$ cat config.mk
export PLATFORM = sky130hd
export DESIGN_NAME = updown_step_ctrl
export DESIGN_NICKNAME = d
export VERILOG_FILES = /design/src/rtl/step_ctrl_pkg.sv /design/src/rtl/button_debounce.sv /design/src/rtl/updown_step_ctrl.sv
export SDC_FILE = /design/constraint.sdc
export NUM_CORES = 1
export LEC_CHECK = 0
export CAP_MARGIN = 25
export CORE_MARGIN = 3
export CORE_UTILIZATION = 40
export CTS_CLUSTER_SIZE = 12
export DETAILED_ROUTE_END_ITERATION = 8
export PLACE_DENSITY = 0.58
export SLEW_MARGIN = 20
export SYNTH_ARGS = -nofsm -noshare
export SYNTH_HDL_FRONTEND = slang
export SYNTH_SLANG_ARGS = --single-unit
$ cat constraint.sdc
create_clock -name i_clk -period 2.4 [get_ports i_clk]
set_clock_uncertainty 0.15 [all_clocks]
set_input_delay 0.36 -clock i_clk [delete_from_list [all_inputs] [get_ports i_clk]]
set_output_delay 0.36 -clock i_clk [all_outputs]
set_load 0.005 [all_outputs]
$ cat src/rtl/step_ctrl_pkg.sv
// step_ctrl_pkg
//   Shared definitions for the clock-setting button front end:
//   FSM state encoding, step direction encoding, and default timing
//   constants for a 100 MHz system clock.
//   Optional feature macro used by the design: UPDOWN_STEP_CTRL_AUTOREPEAT_EN
package step_ctrl_pkg;

    typedef enum logic [1:0] {
        IDLE   = 2'd0,
        HOLD   = 2'd1,
        REPEAT = 2'd2,
        LOCK   = 2'd3
    } state_e;

    typedef enum logic {
        DIR_UP   = 1'b0,
        DIR_DOWN = 1'b1
    } dir_e;

    // 100 MHz: 0.5 ms debounce, 100 ms to first repeat, 25 ms repeat period
    localparam logic [15:0] DEF_DEBOUNCE_CYCLES = 16'd50000;
    localparam logic [23:0] DEF_REPEAT_DELAY    = 24'd10000000;
    localparam logic [23:0] DEF_REPEAT_PERIOD   = 24'd2500000;

endpackage

$ cat src/rtl/button_debounce.sv
// button_debounce
//   2-flop synchroniser followed by a level debouncer. The accepted level
//   flips only after the synchronised input has disagreed with it for
//   DEBOUNCE_CYCLES consecutive cycles.
//   Ports:
//     i_clk      system clock
//     i_reset_n  asynchronous active-low reset
//     i_raw      raw button input, asynchronous to i_clk
//     o_level    debounced (accepted) level
module button_debounce
    import step_ctrl_pkg::*;
#(
    parameter logic [15:0] DEBOUNCE_CYCLES = DEF_DEBOUNCE_CYCLES
) (
    input  logic i_clk,
    input  logic i_reset_n,
    input  logic i_raw,
    output logic o_level
);

    localparam int CW = $clog2(DEBOUNCE_CYCLES) + 1;
    localparam logic [CW-1:0] CNT_LAST = CW'(DEBOUNCE_CYCLES - 16'd1);

    logic          sync1_q, sync2_q;
    logic          level_q, level_d;
    logic [CW-1:0] cnt_q, cnt_d;

    // Counter runs only while the synchronised sample disagrees with the
    // accepted level; any agreeing sample restarts the qualification.
    always_comb begin
        level_d = level_q;
        cnt_d   = '0;
        if (sync2_q != level_q) begin
            if (cnt_q == CNT_LAST) begin
                level_d = ~level_q;
            end else begin
                cnt_d = cnt_q + CW'(1);
            end
        end
    end

    always_ff @(posedge i_clk or negedge i_reset_n) begin
        if (!i_reset_n) begin
            sync1_q <= 1'b0;
            sync2_q <= 1'b0;
            level_q <= 1'b0;
            cnt_q   <= '0;
        end else begin
            sync1_q <= i_raw;
            sync2_q <= sync1_q;
            level_q <= level_d;
            cnt_q   <= cnt_d;
        end
    end

    assign o_level = level_q;

endmodule

$ cat src/rtl/updown_step_ctrl.sv
// updown_step_ctrl
//   Turns two raw clock-setting push-buttons into single-cycle up/down step
//   commands for the minute/second counters: one step per press, optional
//   timed auto-repeat while held, and a lockout while both are pressed.
//   Auto-repeat is built only when UPDOWN_STEP_CTRL_AUTOREPEAT_EN is defined;
//   otherwise each press yields exactly one step.
//   Ports:
//     i_clk       system clock
//     i_reset_n   asynchronous active-low reset
//     i_btn_up    raw up button (active-high, asynchronous)
//     i_btn_down  raw down button (active-high, asynchronous)
//     o_ena       one-cycle step strobe (o_up | o_down)
//     o_up        one-cycle count-up command
//     o_down      one-cycle count-down command
module updown_step_ctrl
    import step_ctrl_pkg::*;
#(
    parameter logic [15:0] DEBOUNCE_CYCLES = DEF_DEBOUNCE_CYCLES,
    parameter logic [23:0] REPEAT_DELAY    = DEF_REPEAT_DELAY,
    parameter logic [23:0] REPEAT_PERIOD   = DEF_REPEAT_PERIOD
) (
    input  logic i_clk,
    input  logic i_reset_n,
    input  logic i_btn_up,
    input  logic i_btn_down,
    output logic o_ena,
    output logic o_up,
    output logic o_down
);

    logic   lvl_up, lvl_dn;
    state_e state_q, state_d;
    dir_e   dir_q, dir_d;
    logic   up_q, up_d, down_q, down_d, ena_q, ena_d;
    logic   step;
    logic   held, other;

    button_debounce #(.DEBOUNCE_CYCLES(DEBOUNCE_CYCLES)) u_db_up (
        .i_clk    (i_clk),
        .i_reset_n(i_reset_n),
        .i_raw    (i_btn_up),
        .o_level  (lvl_up)
    );

    button_debounce #(.DEBOUNCE_CYCLES(DEBOUNCE_CYCLES)) u_db_down (
        .i_clk    (i_clk),
        .i_reset_n(i_reset_n),
        .i_raw    (i_btn_down),
        .o_level  (lvl_dn)
    );

    assign held  = (dir_q == DIR_DOWN) ? lvl_dn : lvl_up;
    assign other = (dir_q == DIR_DOWN) ? lvl_up : lvl_dn;

`ifdef UPDOWN_STEP_CTRL_AUTOREPEAT_EN
    logic [23:0] timer_q, timer_d;
`else
    logic unused_repeat_cfg;
    assign unused_repeat_cfg = ^{REPEAT_DELAY, REPEAT_PERIOD};
`endif

    always_comb begin
        state_d = state_q;
        dir_d   = dir_q;
        step    = 1'b0;
`ifdef UPDOWN_STEP_CTRL_AUTOREPEAT_EN
        timer_d = timer_q;
`endif
        case (state_q)
            IDLE: begin
                if (lvl_up && lvl_dn) begin
                    state_d = LOCK;
                end else if (lvl_up || lvl_dn) begin
                    dir_d   = lvl_dn ? DIR_DOWN : DIR_UP;
                    step    = 1'b1;
                    state_d = HOLD;
`ifdef UPDOWN_STEP_CTRL_AUTOREPEAT_EN
                    timer_d = REPEAT_DELAY - 24'd1;
`endif
                end
            end
            HOLD, REPEAT: begin
                // release beats lock, lock beats timer expiry
                if (!held) begin
                    state_d = IDLE;
                end else if (other) begin
                    state_d = LOCK;
`ifdef UPDOWN_STEP_CTRL_AUTOREPEAT_EN
                end else if (timer_q == 24'd0) begin
                    step    = 1'b1;
                    timer_d = REPEAT_PERIOD - 24'd1;
                    state_d = REPEAT;
                end else begin
                    timer_d = timer_q - 24'd1;
`endif
                end
            end
            LOCK: begin
                // wait for full release so a partial release never steps
                if (!lvl_up && !lvl_dn) state_d = IDLE;
            end
            default: state_d = IDLE;
        endcase
        up_d   = step && (dir_d == DIR_UP);
        down_d = step && (dir_d == DIR_DOWN);
        ena_d  = step;
    end

    always_ff @(posedge i_clk or negedge i_reset_n) begin
        if (!i_reset_n) begin
            state_q <= IDLE;
            dir_q   <= DIR_UP;
            up_q    <= 1'b0;
            down_q  <= 1'b0;
            ena_q   <= 1'b0;
`ifdef UPDOWN_STEP_CTRL_AUTOREPEAT_EN
            timer_q <= 24'd0;
`endif
        end else begin
            state_q <= state_d;
            dir_q   <= dir_d;
            up_q    <= up_d;
            down_q  <= down_d;
            ena_q   <= ena_d;
`ifdef UPDOWN_STEP_CTRL_AUTOREPEAT_EN
            timer_q <= timer_d;
`endif
        end
    end

    assign o_up   = up_q;
    assign o_down = down_q;
    assign o_ena  = ena_q;

endmodule

==> impl_metrics.yaml <==
floorplanning:
  fp.dieW_um: 80.5
  coreArea_um2: 5240
  die-area_um2: 6490
  die_h_um: 80.5
  ioPinCount: 7
  rows: 26
  start_util: 0.424
synth:
  ys_top_cells_by_area: "dfrtp_1 52%, xnor2_1 11%, nor2_1 7.1%, ha_1 3.9%, nor4_1 3.1%"
  yosysUniqueCellTypes: 26
  synth-edff-count: 0
  avgSynthCellArea_um2: 10.3
  syn-instance-count: 215
  syn_nets: 226
  ys_ff_latch: 46
  yosysMostFrequentCell: "dfrtp_1"
  async_flop_share: 1.00
  synth_flop_cell: "dfrtp_1"
  yosysTopAreaCellShare: 0.518
  synth_top_area_cell: "dfrtp_1"
  yosysSeqAreaShare: 0.518
  synth_warnings: 0
  netlist_area_um2: 2220
  synth.top_cells.by_count: "46 x dfrtp_1, 42 x nor2_1, 27 x xnor2_1"
routing:
  first_iter_violations: 59
  drc: 0
  wl_mm: 3.93
  routedWlPerCell_um: 12.9
  dr_total_vias: 1494
  via_per_inst: 4.91
  firstDrtPassIters: 4
  ant_nets: 0
finish:
  regArea_um2: 1150
  area_growth_pct: 12.0
  final_net_count: 244
  diodes: 0
  drive_above_1_share: 0.0940
  multi_input_area_um2: 1000
  fillers: 501
power:
  p_leak_uw: 0.00106
  swShare: 0.234
  finalPower_uw: 1320
  seqPwrFrac: 0.601
  ir_worst_vdd_mv: 0.310
  powerDensity_nw_per_um2: 532
  intPower_uw: 1010
  clockPowerShare: 0.357
  p_sw_uw: 310
  pwr-share-comb: 0.042
grt:
  grtUsageTotal: 0.141
  grt_use_met3: 0.0404
  grt_remaining_overflow: 0
  grt.busiest_layer: "met2"
  met1_usage: 0.193
  grt_pass1_wl_mm: 6.92
  grt_max_degree: 26
  grt_pass1_vias: 1463
  antenna_found_initial: 0
  use_met2: 0.206
setup_path:
  reg2reg_depth: 4
  end_kind: "flip-flop"
  path_class: "flip-flop to flip-flop"
  worstPathRequired_ns: 2.45
  cp-start-kind: "flip-flop"
  crit_fanout: 7
  worstPathArrival_ns: 2.13
hold_path:
  hp-class: "flip-flop to flip-flop"
  min_delay_path_depth: 0
cts:
  clk_path_buf_depth: 2
  ctsResizeCount: 0
  post_cts.repair.setup_buffers: 0
  cts_inserted_buffers: 5
  clk_pin_slew_worst_paths_ns: 0.09
  cts_root_buf: "clkbuf_8"
  h-tree-depth: 2
  clock_sinks: 46
  clk_latency_ns: 0.31
  cts_tree: "built"
sta:
  final_max_slew_viol_count: 0
  setup_viol: 0
  period_share: 0.868
  fmax_mhz: 480
  rsz0062_at_grt: "no"
  fin_crit_ns: 2.08
  hold_viol: 0
  fin_setup_tns_ns: 0
  max_slew_margin: 0.618
  tightestPinTransition_ns: 0.573
status:
  status: "finished, final reports clean"
placement:
  hpwl_mm: 2.80
  gp_congestion: 0.778
  io_buffers: 6
flow_run:
  maxCapViolations: 0
placed cells by master, fill, tap and decap left out, drive strengths merged, types with 6 or more instances in the layout:
cell type,count
nand2,12
nor4,11
nand3,10
clkbuf,6
dfrtp,46
buf,7
xnor2,27
ha,7
inv,14
nand4,10
nor2,42
nor3,7
final timing paths:
kind,startpoint,to,slack (ns)
worst max-delay path,u_db_down.cnt_q[13],u_db_down.cnt_q[16],0.32
worst min-delay path,u_db_up.sync1_q,u_db_up.sync2_q,0.20
worst max register to register,u_db_down.cnt_q[13],u_db_down.cnt_q[16],0.32
worst min register to register,u_db_up.sync1_q,u_db_up.sync2_q,0.20
max in group asynchronous,i_reset_n,u_db_up.cnt_q[11],1.10
min in group asynchronous,i_reset_n,o_down,0.42
stage by stage:
step                      std cells  hold WS (ns)   util  setup WS (ns)  cell area (µm²)
after floorplan                 215       -0.0856      -          0.430             2220
after global placement          295         0.184  0.457          0.376             2390
after detailed placement        295         0.185  0.457          0.334             2390
after CTS                       304         0.202  0.475          0.317             2490
after global routing            304         0.208  0.475          0.206             2490
final                           304         0.201  0.475          0.317             2490
cell families after synthesis:
family,count (synthesis),synth area share
adders and majority gates,7,0.0394
DFF,46,0.518
and+or+nand+nor,102,0.221
xor gates and xnor gates,32,0.126
AOI/OAI and AO/OA,6,0.0343
muxes,6,0.0298
buffers and inverters,16,0.0310
power groups by stage:
| stage | Clock [µW] | Combinational [µW] | Sequential [µW] |
|---|---|---|---|
| after floorplan | 0 | 26.1 | 809 |
| after global placement | 0 | 55.8 | 811 |
| after detailed placement | 0 | 56.2 | 811 |
| after CTS | 495 | 57.5 | 796 |
| after global routing | 518 | 64.7 | 798 |
| final | 473 | 55.1 | 795 |
final cells by class:
cell class	instances	share of cell area
flip-flops and latches	46	0.462
multi-input cells	153	0.403
repair buffers	13	0.0442
well taps	70	0.0352
clock buffers	6	0.0291
inverters	14	0.0211
clock inverters	2	0.00553
what timing repair did:
item / CTS / global route
setup endpoints to repair: 0 / 0
hold buffers: 1 / 0
endpoints found under the hold margin: 23 / 0
registers in the layout, summed over array words and instances, names as in the netlist:
name and flops:
u_db_down.cnt_q 17, u_db_up.cnt_q 17, state_q 2, dir_q 1, o_down 1, o_ena 1, o_up 1, u_db_down.o_level 1
u_db_down.sync1_q 1, u_db_down.sync2_q 1, u_db_up.o_level 1, u_db_up.sync1_q 1, u_db_up.sync2_q 1
worst max-delay path: stages (launching register included):
cell     delay [ns]
dfrtp_1        0.44
or4_4          0.58
o41ai_4        0.52
buf_4          0.23
nor2_1         0.06
metal layers:
layer  vias to the layer above  wire length [µm]
met4                         0                76
met1                       713              2000
li1                        761                 -
met2                        14              1740
met3                         6               115
met5                         -                 0
Note: power is estimated with default switching activity, not from simulation.
